==> src/rtl/shift_capture_pkg.sv <==
// Shared definitions for the shift/capture controller that sits behind the
// RF-in synchroniser FSM.
//   state_e       : controller FSM encoding (S_IDLE .. S_RELEASE)
//   *_DEF         : default parameter values
//   clog2()       : ceiling log2, used to size the bit counter
package shift_capture_pkg;

   typedef enum logic [2:0] {
      S_IDLE    = 3'd0,
      S_DELAY   = 3'd1,
      S_SHIFT   = 3'd2,
      S_DONE    = 3'd3,
      S_RELEASE = 3'd4
   } state_e;

   localparam int DATA_W_DEF      = 8;
   localparam int START_DLY_DEF   = 2;
   localparam int REL_TIMEOUT_DEF = 4;
   localparam int CNT8_W          = 8;

   function automatic int clog2(input int v);
      int r;
      r = 0;
      for (int i = 0; i < 31; i++) begin
         if ((1 << i) < v) r = i + 1;
      end
      return r;
   endfunction

endpackage

==> src/rtl/shift_capture_sreg.sv <==
// MSB-first serial-to-parallel shift register with a saturating bit counter.
//   clk_i, rst_i  : clock, synchronous active-high reset
//   en_i          : shift this cycle (high for the whole window)
//   sdin_i        : serial data bit
//   word_nxt_o    : register contents including this cycle's bit
//   done_o        : this cycle samples the last bit of the window
// The counter clears whenever en_i is low, so every window starts at bit 0.
module shift_capture_sreg
   import shift_capture_pkg::*;
#(
   parameter int WIN   = 8,
   parameter int CNT_W = 4
) (
   input  logic           clk_i,
   input  logic           rst_i,
   input  logic           en_i,
   input  logic           sdin_i,
   output logic [WIN-1:0] word_nxt_o,
   output logic           done_o
);

   localparam logic [CNT_W-1:0] CNT_LAST = CNT_W'(WIN - 1);

   logic [WIN-1:0]   shreg_q, shreg_d;
   logic [CNT_W-1:0] cnt_q, cnt_d;

   assign word_nxt_o = {shreg_q[WIN-2:0], sdin_i};
   assign done_o     = en_i && (cnt_q == CNT_LAST);

   always_comb begin
      shreg_d = shreg_q;
      cnt_d   = '0;
      if (en_i) begin
         shreg_d = word_nxt_o;
         cnt_d   = (cnt_q == '1) ? cnt_q : cnt_q + 1'b1;
      end
   end

   always_ff @(posedge clk_i) begin
      if (rst_i) begin
         shreg_q <= '0;
         cnt_q   <= '0;
      end else begin
         shreg_q <= shreg_d;
         cnt_q   <= cnt_d;
      end
   end

endmodule

==> src/rtl/shift_capture_ctrl.sv <==
// Shift/capture controller downstream of the RF-in synchroniser.
// On a rising edge of the synchroniser state it waits START_DLY cycles, opens
// the sh_en window, shifts sdin into a word (MSB first) and presents it with a
// one-cycle data_valid. The falling edge of sh_en releases the synchroniser;
// if it stays ACTIVE for REL_TIMEOUT cycles a one-cycle fsm_rst is issued.
//   clk_i, rst_i   : clock, synchronous active-high reset
//   sync_state_i   : synchroniser state (0 IDLE, 1 ACTIVE)
//   sdin_i         : serial data, sampled while sh_en_o=1
//   sh_en_o        : shift window, fed back to the synchroniser
//   fsm_rst_o      : one-cycle forced release of the synchroniser
//   data_out_o     : last captured word
//   data_valid_o   : one-cycle strobe with a new data_out_o
//   abort_o        : one-cycle pulse when a window is abandoned
//   busy_o         : controller not idle
//   parity_err_o   : only with SHIFT_CAPTURE_PARITY_EN; window grows by one
//                    even-parity bit, flag valid with data_valid_o
// All outputs are registered from the next-state decode, so they line up
// with the state they describe.
module shift_capture_ctrl
   import shift_capture_pkg::*;
#(
   parameter int DATA_W      = DATA_W_DEF,
   parameter int START_DLY   = START_DLY_DEF,
   parameter int REL_TIMEOUT = REL_TIMEOUT_DEF
) (
   input  logic              clk_i,
   input  logic              rst_i,
   input  logic              sync_state_i,
   input  logic              sdin_i,
   output logic              sh_en_o,
   output logic              fsm_rst_o,
   output logic [DATA_W-1:0] data_out_o,
   output logic              data_valid_o,
   output logic              abort_o,
   output logic              busy_o
`ifdef SHIFT_CAPTURE_PARITY_EN
   ,
   output logic              parity_err_o
`endif
);

`ifdef SHIFT_CAPTURE_PARITY_EN
   localparam int WIN = DATA_W + 1;
`else
   localparam int WIN = DATA_W;
`endif
   localparam int CNT_W = clog2(DATA_W + 1);
   localparam logic [CNT8_W-1:0] DLY_LOAD = CNT8_W'(START_DLY > 0 ? START_DLY - 1 : 0);
   localparam logic [CNT8_W-1:0] TO_LAST  = CNT8_W'(REL_TIMEOUT - 1);

   state_e              state_q, state_d;
   logic                sync_prev_q, sync_prev_d;
   logic [CNT8_W-1:0]   dly_cnt_q, dly_cnt_d;
   logic [CNT8_W-1:0]   to_cnt_q, to_cnt_d, to_inc;
   logic [DATA_W-1:0]   data_out_q, data_out_d;
   logic                sh_en_q, fsm_rst_q, fsm_rst_d;
   logic                valid_q, valid_d, abort_q, abort_d, busy_q;
   logic                start;
   logic [WIN-1:0]      word_nxt;
   logic                last_bit;
   logic [DATA_W-1:0]   cap_word;
`ifdef SHIFT_CAPTURE_PARITY_EN
   logic                perr_q, perr_d;
`endif

   shift_capture_sreg #(
      .WIN   (WIN),
      .CNT_W (CNT_W)
   ) u_sreg (
      .clk_i      (clk_i),
      .rst_i      (rst_i),
      .en_i       (state_q == S_SHIFT),
      .sdin_i     (sdin_i),
      .word_nxt_o (word_nxt),
      .done_o     (last_bit)
   );

   // The parity bit arrives last, so it sits in the LSB of the window.
`ifdef SHIFT_CAPTURE_PARITY_EN
   assign cap_word = word_nxt[WIN-1:1];
`else
   assign cap_word = word_nxt;
`endif

   assign start  = sync_state_i & ~sync_prev_q;
   assign to_inc = (to_cnt_q == '1) ? to_cnt_q : to_cnt_q + 1'b1;

   always_comb begin
      state_d     = state_q;
      sync_prev_d = sync_state_i;
      dly_cnt_d   = dly_cnt_q;
      to_cnt_d    = to_cnt_q;
      data_out_d  = data_out_q;
      fsm_rst_d   = 1'b0;
      valid_d     = 1'b0;
      abort_d     = 1'b0;
`ifdef SHIFT_CAPTURE_PARITY_EN
      perr_d      = perr_q;
`endif
      case (state_q)
         S_IDLE: begin
            if (start) begin
               if (START_DLY == 0) begin
                  state_d = S_SHIFT;
               end else begin
                  state_d   = S_DELAY;
                  dly_cnt_d = DLY_LOAD;
               end
            end
         end
         S_DELAY: begin
            // losing the synchroniser wins over an expiring count
            if (!sync_state_i) begin
               state_d = S_IDLE;
               abort_d = 1'b1;
            end else if (dly_cnt_q == '0) begin
               state_d = S_SHIFT;
            end else begin
               dly_cnt_d = dly_cnt_q - 1'b1;
            end
         end
         S_SHIFT: begin
            // the last bit completes even if the synchroniser already dropped
            if (last_bit) begin
               state_d    = S_DONE;
               data_out_d = cap_word;
               valid_d    = 1'b1;
`ifdef SHIFT_CAPTURE_PARITY_EN
               perr_d     = ^word_nxt;
`endif
            end else if (!sync_state_i) begin
               state_d = S_IDLE;
               abort_d = 1'b1;
            end
         end
         S_DONE: begin
            state_d  = S_RELEASE;
            to_cnt_d = '0;
         end
         S_RELEASE: begin
            if (!sync_state_i) begin
               state_d = S_IDLE;
            end else begin
               to_cnt_d = to_inc;
               if (to_inc >= TO_LAST) begin
                  fsm_rst_d   = 1'b1;
                  state_d     = S_IDLE;
                  // the level is still high: do not let IDLE see it as a new edge
                  sync_prev_d = 1'b1;
               end
            end
         end
         default: state_d = S_IDLE;
      endcase
   end

   always_ff @(posedge clk_i) begin
      if (rst_i) begin
         state_q     <= S_IDLE;
         sync_prev_q <= 1'b0;
         dly_cnt_q   <= '0;
         to_cnt_q    <= '0;
         data_out_q  <= '0;
         sh_en_q     <= 1'b0;
         fsm_rst_q   <= 1'b0;
         valid_q     <= 1'b0;
         abort_q     <= 1'b0;
         busy_q      <= 1'b0;
`ifdef SHIFT_CAPTURE_PARITY_EN
         perr_q      <= 1'b0;
`endif
      end else begin
         state_q     <= state_d;
         sync_prev_q <= sync_prev_d;
         dly_cnt_q   <= dly_cnt_d;
         to_cnt_q    <= to_cnt_d;
         data_out_q  <= data_out_d;
         sh_en_q     <= (state_d == S_SHIFT);
         fsm_rst_q   <= fsm_rst_d;
         valid_q     <= valid_d;
         abort_q     <= abort_d;
         busy_q      <= (state_d != S_IDLE);
`ifdef SHIFT_CAPTURE_PARITY_EN
         perr_q      <= perr_d;
`endif
      end
   end

   assign sh_en_o      = sh_en_q;
   assign fsm_rst_o    = fsm_rst_q;
   assign data_out_o   = data_out_q;
   assign data_valid_o = valid_q;
   assign abort_o      = abort_q;
   assign busy_o       = busy_q;
`ifdef SHIFT_CAPTURE_PARITY_EN
   assign parity_err_o = perr_q;
`endif

endmodule
==> config.mk <==
export PLATFORM = sky130hd
export DESIGN_NAME = shift_capture_ctrl
export DESIGN_NICKNAME = d
export VERILOG_FILES = /design/src/rtl/shift_capture_pkg.sv /design/src/rtl/shift_capture_sreg.sv /design/src/rtl/shift_capture_ctrl.sv
export SDC_FILE = /design/constraint.sdc
export NUM_CORES = 1
export LEC_CHECK = 0
export ABC_AREA = 1
export BUFFER_PORTS_ARGS = -buffer_cell sky130_fd_sc_hd__buf_2
export CAP_MARGIN = 20
export CORE_ASPECT_RATIO = 1.2
export CORE_MARGIN = 10
export CORE_UTILIZATION = 50
export DETAILED_ROUTE_END_ITERATION = 7
export HOLD_SLACK_MARGIN = 0.12
export MAX_ROUTING_LAYER = met4
export PLACE_DENSITY = 0.69
export RECOVER_POWER = 50
export SLEW_MARGIN = 20
export SYNTH_ARGS = -nofsm -noshare
export SYNTH_HDL_FRONTEND = slang
export SYNTH_SLANG_ARGS = --single-unit
==> constraint.sdc <==
create_clock -name clk_i -period 3.8 [get_ports clk_i]
set_input_delay 0.76 -clock clk_i [delete_from_list [all_inputs] [get_ports clk_i]]
set_output_delay 0.76 -clock clk_i [all_outputs]
set_load 0.01 [all_outputs]
==> results of run 1 <==
==> worst paths after layout <==
check | from | end | slack, ns
hold reg to reg | u_sreg.shreg_q[3] | u_sreg.shreg_q[3] | 0.48
setup reg to reg | dly_cnt_q[0] | busy_o | 1.90
setup / recovery | rst_i | busy_o | 1.64
hold / removal | u_sreg.shreg_q[3] | u_sreg.shreg_q[3] | 0.48
==> power by group through the flow <==
| stage | clock [mW] | sequential, mW | combinational [mW] |
|---|---|---|---|
| floorplan | 0 | 0.490 | 0.0643 |
| global placement | 0 | 0.491 | 0.0822 |
| detailed placement | 0 | 0.491 | 0.0837 |
| CTS | 0.385 | 0.480 | 0.0844 |
| global route | 0.403 | 0.482 | 0.0969 |
| finish | 0.374 | 0.480 | 0.0836 |
==> worst max-delay path: stages <==
cell	delay, ns
clkbuf_1	0.80
inv_1	0.46
nand2_1	0.25
nand3_2	0.08
==> logic make-up after synthesis <==
group / synth area share (%)
compound gates: 12.90
buf+inv: 6.168
xor+xnor: 1.309
flops: 43.86
simple gates: 33.89
fa+ha+maj: 1.869
==> layer usage <==
metal | GRT usage (%) | vias to the layer above
met5 | - | -
met4 | 4.153 | 0
met3 | 2.716 | 5
met2 | 21.66 | 24
met1 | 14.17 | 787
li1 | - | 954
==> final cells by class <==
cell class / instances / area (um2) / area share, %
inverters: 28 / 112.6 / 5.014
flip-flops and latches: 44 / 880.8 / 39.22
clock inverters: 3 / 50.05 / 2.228
repair buffers: 16 / 62.56 / 2.786
multi-input cells: 206 / 1003 / 44.68
well taps: 54 / 67.56 / 3.008
clock buffers: 5 / 68.82 / 3.064
==> state kept, by name (all words and copies together) (netlist names) <==
register and cells:
busy_o 1, abort_o 1, dly_cnt_q 8, u_sreg.cnt_q 4, sync_prev_q 1, u_sreg.shreg_q 7
sh_en_o 1, fsm_rst_o 1, state_q 3, data_valid_o 1, to_cnt_q 8, data_out_o 8
==> stage by stage <==
stage	util [%]	cell area [um2]	setup slack (ns)
5_1_grt	57.44	2246	1.396
3_5_place_dp	54.85	2145	1.839
3_3_place_gp	54.85	2145	1.845
4_1_cts	57.89	2263	1.922
2_1_floorplan	-	2008	2.141
6_report	57.44	2246	1.638
==> placed cells by master, fill, tap and decap left out, drive strengths merged <==
cell	n
a211oi	1
a21boi	1
a21oi	21
a31o	1
a31oi	1
and3b	1
buf	2
bufinv	1
clkbuf	19
clkinv	1
dfxtp	44
ha	3
inv	29
nand2	66
nand3	18
nand4	6
nor2	56
nor3	4
o21a	1
o21ai	20
o21bai	1
or2	2
xor2	3
==> results.md, run 1 <==
- Top FF cell, synth: dfxtp_1
- Met1 Wirelength: 1890 um
- Routed WL per cell: ~11 um
- Vias in the first global route: 1688
- Average size of a mapped cell: roughly 7 um2
- Remaining DRCs: 0
- Seq cells post-synth: between 40 and 50
- Synth warnings: 0
- Core Footprint: 0.003910 mm2
- Sequential Power Share: between 50% and 60%
- Hold Path Class: reg2reg
- Comb pwr share: around 8.9%
- Setup crit start kind: input port
- Max Fclk: 462.5 MHz
- Placer Congestion: around 0.84
- Fin. Hold Viols: 0
- FP Rows: 25
- Num ports: 17
- Status: completed
- Slew HR: a little over a quarter
- First-pass GRT wire length: 7169 um
- Syn Inst Count: between 200 and 300
- Clock Power Share: between 30 and 40%
- Synth cell types: 32
- Unrepaired setup endpoints after global routing: no
- 1st-pass router iterations: 4
- Post-synth EDFFs: 0
- Power density cells: ~420 mW/mm2
- VDD IR-drop max: about 300 uV
- # clock sinks: 44
- Via count: 1770
- Die area: slightly below 0.007 mm2
- Kind of critical path: in2reg
- # fillers: approximately 380
- Die width: around 78 um
- GRT Total Usage: approximately an eighth
- Top cells by count, synth: 62 x nand2_1, 53 x nor2_1, 44 x dfxtp_1, 23 x inv_1, 21 x a21oi_1
- Die Ht: approximately 89 um
- Ys async rst share: 0%
- Net Sw Power: 0.2345 mW
- Setup Fix Bufs, Post-CTS: 0
- WL met3: ~110 um
- Crit Path Max Fanout: 23
- Period utilisation layout: ~57%
- Syn-to-layout area delta: 11.84%
- Largest net degree at the start of global routing: 24
- R2R depth: 11
- Sequential area share after synthesis: between 40% and 50%
- Hold_buf cts: 0
- DR WL met2: about 1900 um
- CTS tree: yes
- Slew @ Worst Pin: 1.109 ns
- HPWL Detailed: ~2900 um
- Syn nets: approximately 290
- Placed Cells: about 350
- Setup TNS: 0 ns
- Worst Hold Slack: between 0.4 and 0.5 ns
- Cell Int Power: 0.7026 mW
- Fin Clk Skew: roughly 0.0048 ns
- Minimum clock period: 2.162 ns
- Clock latency on the worst-skew pair: around 0.3 ns
- Fin cells: 356
- Ant. Diodes: 0
- # setup viols final: 0
- Switching Fraction: 25.02%
- Leakage power: ~0.9 nW
- Highest routed metal layer: met4
- MaxCap Viol Count: 0
- Hold Path Stages: 2
- CTS clk-pin slew, worst paths: 0.09 ns
- Drt via density: 4.972
- Routed Antenna Nets: 0
- Clock root cell: clkbuf_8
- CTS buffer count: 5
- Post-synth top area cell: dfxtp_1
- Initial DRC Count: roughly 150
- Grt ovf: 0
- H-Tree Depth: 2
- Port buffer count: 16
- Resized cells post-CTS: 0
- Max clock buf depth: 2
- Power, Total: about 0.94 mW
- Count leader, synth: nand2_1
- Worst Setup End Kind: register
- Top-area cell type share of the netlist area: between 40 and 50%
- Arr. time, crit path: 2.36 ns
- Nets@finish: slightly above 300
- Layout cells sized above 1: slightly above 9%
- Post-Route WL: 3979 um
- Final Max Slew Viols: 0
- Post-Syn Area: 0.002008 mm2
- Critical path data required time: roughly 4 ns
- Dominant cells by area after synthesis: dfxtp_1 44%, nand2_1 12%, nor2_1 9.9%, a21oi_1 5.2%, o21ai_0 4.7%
- Antenna violations before repair: 0
- Initial Util: between 50% and 60%
Note: power is estimated with default switching activity, not from simulation.
==> inputs of run 2 (changes only) <==
==> constraint.sdc (replaced) <==
create_clock -name clk_i -period 2.07 [get_ports clk_i]
set_input_delay 0.414 -clock clk_i [delete_from_list [all_inputs] [get_ports clk_i]]
set_output_delay 0.414 -clock clk_i [all_outputs]
set_load 0.01 [all_outputs]
==> results.md, run 2 (synthesis results as in run 1) <==
- Die width: 77.85 um (unchanged)
- Post-Route WL: 3919 um (-1.5%)
- Die area: 0.006961 mm2 (unchanged)
- Fin. Hold Viols: 0 (unchanged)
- # clock sinks: 44 (unchanged)
- Worst r2r src: state_q[1]
- Most frequent cells in the layout: 62 x nand2_1, 54 x nor2_1, 44 x dfxtp_1, 25 x inv_1, 21 x a21oi_1
- Slew @ Worst Pin: 1.072 ns (-0.03680 ns)
- Worst Setup End Kind: register
- Core Footprint: 0.003910 mm2 (unchanged)
- Ant. Diodes: 0 (unchanged)
- Resized cells post-CTS: 0 (unchanged)
- Commonest non-fill, non-tap cell in the layout: nand2_1
- Routed Antenna Nets: 0 (unchanged)
- Port buffer count: 16 (unchanged)
- Fin Clk Skew: 0.009435 ns (+0.004672 ns)
- Crit-path slowest cell: nor3_1
- CP top delay family: simple AND/OR/NAND/NOR gates
- VDD IR-drop max: 537.4 uV (+74%)
- CTS tree: yes
- R2R depth: 8 (-3)
- FP Rows: 25 (unchanged)
- Die Ht: 89.42 um (unchanged)
- Layout cells sized above 1: 8.882% (-0.39 points)
- Placer Congestion: 0.8859 (+5.2%)
- GRT Total Usage: 12.85% (+0.30 points)
- Vias in the first global route: 1664 (-1.4%)
- Status: completed
- CP Buf/Inv Count: 4 (+2)
- Hold_buf cts: 0 (unchanged)
- Placed Cells: 350 (+0.57%)
- Hold_sp: sdin_i
- HPWL Detailed: 2905 um (-0.37%)
- Hold Path Class: in2reg
- Hold endpoint: u_sreg.shreg_q[0]
- R2r setup slk: 0.21 ns (-1.69 ns)
- Final Max Slew Viols: 0 (unchanged)
- Via count: 1761 (-0.51%)
- Power density cells: 757.8 mW/mm2 (+82%)
- Syn-to-layout area delta: 11.59%
- Leakage power: 0.9163 nW (+0.44%)
- Clock root cell: clkbuf_8
- Grt ovf: 0 (unchanged)
- Register area: 880.8 um2 (unchanged)
- Setup crit start kind: register
- Net Sw Power: 0.4164 mW (+78%)
- Kind of critical path: reg2reg
- DP Worst Slack: 0.3416 ns (-1.497 ns)
- Largest net degree at the start of global routing: 23 (-4.2%)
- Switching Fraction: 24.52% (-0.50 points)
- Minimum clock period: 1.863 ns
- Slew HR: 28.53% (+2.5 points)
- CP max stage delay: 0.57 ns (-0.23 ns)
- Clock Power Share: 39.2% (-0.7 points)
- Cell Int Power: 1.282 mW (+82%)
- Crit-path cells: inv_1 > nor3_1 > buf_4 > inv_4 > nor2_4 > inv_1 > a31oi_1 > o21a_1
- Arr. time, crit path: 2.12 ns (-0.24 ns)
- Remaining DRCs: 0 (unchanged)
- CTS clk-pin slew, worst paths: 0.09 ns (about the same)
- Antenna violations before repair: 0 (unchanged)
- Period utilisation layout: around 90%
- Critical path data required time: 2.32 ns (-1.68 ns)
- Nets@finish: 310 (+0.65%)
- Initial DRC Count: 105 (-29%)
- Setup TNS: 0 ns (unchanged)
- Hold Path Stages: 3 (+1)
- Clock latency on the worst-skew pair: 0.31 ns (about the same)
- Fin cells: 358 (+0.56%)
- CTS buffer count: 5 (unchanged)
- Worst reg2reg endpoint: u_sreg.cnt_q[3]
- MaxCap Viol Count: 0 (unchanged)
- Area of the multi-input gates: 989.7 um2 (-1.4%)
- First-pass GRT wire length: 7093 um (-1.1%)
- H-Tree Depth: 2 (unchanged)
- # setup viols final: 0 (unchanged)
- Final setup margin: 0.2073 ns (-1.430 ns)
- Comb pwr share: 8.9% (about the same)
- CP dominant cell by count: inv_1
- Sequential Power Share: 51.9% (+0.7 points)
- Drt via density: 4.919 (-1.1%)
- 1st-pass router iterations: 4 (unchanged)
- Initial Util: 51.36% (unchanged)
- Routed WL per cell: 10.95 um (-2.1%)
- Max clock buf depth: 2 (unchanged)
- Crit Path Max Fanout: 10 (-57%)
- Setup Fix Bufs, Post-CTS: 0 (unchanged)
- Unrepaired setup endpoints after global routing: no
- Power, Total: 1.698 mW (+81%)
- # fillers: 381 (+0.53%)
- Max Fclk: between 500 and 600 MHz
- Num ports: 17 (unchanged)
-- run 2: changes by cell type in the layout (fill, tap and decap cells not counted), sizes merged --
cell,previous run,this run
clkinvlp,0,1
buf,2,4
inv,29,28
-- run 2: worst max-delay path by stage --
stage	start	end	slack, ns	cells after the start
after floorplan	dly_cnt_q[0]	busy_o	0.52	11
after global placement	dly_cnt_q[0]	busy_o	0.39	11
after detailed placement	dly_cnt_q[0]	busy_o	0.34	11
after CTS	dly_cnt_q[0]	busy_o	0.33	11
after global routing	state_q[1]	u_sreg.cnt_q[3]	0.06	8
final	state_q[1]	u_sreg.cnt_q[3]	0.21	8
-- run 2: power by group through the flow --
stage                     Sequential [mW]  Clock, mW  Combinational (mW)
final                               0.881      0.666               0.151
after global routing                0.884      0.719               0.178
after CTS                           0.882      0.684               0.154
after detailed placement            0.900          0               0.153
after global placement              0.901          0               0.151
after floorplan                     0.899          0               0.118
-- run 2: layer usage --
metal / GRT usage (%) / share of wire [%] / up-vias
met2: 21.43 / 48 / 24
met3: 3.421 / 3.6 / 7
met1: 14.11 / 47 / 780
met5: - / 0 / -
li1: - / - / 950
met4: 5.980 / 2.0 / 0
-- run 2: final cells by class --
type | instances | area share (%)
multi-input combinational | 206 | 44.17
sequential | 44 | 39.31
inverter | 28 | 5.025
timing repair buffer | 18 | 3.350
clock buffer | 5 | 3.071
tap | 54 | 3.015
clock inverter | 3 | 2.066
-- run 2: tightest hold or removal path, cell delays in order --
cell and delay [ns]:
buf_2 0.09, nor2_1 0.05, nor2_1 0.09
-- run 2: stage by stage --
step | hold WS (ns) | instance area [um2] | util (%)
2_1_floorplan | 0.4453 | 2008 | -
3_3_place_gp | 0.4615 | 2160 | 55.23
3_5_place_dp | 0.4645 | 2160 | 55.23
4_1_cts | 0.3549 | 2275 | 58.18
5_1_grt | 0.3727 | 2241 | 57.31
6_report | 0.3562 | 2241 | 57.31
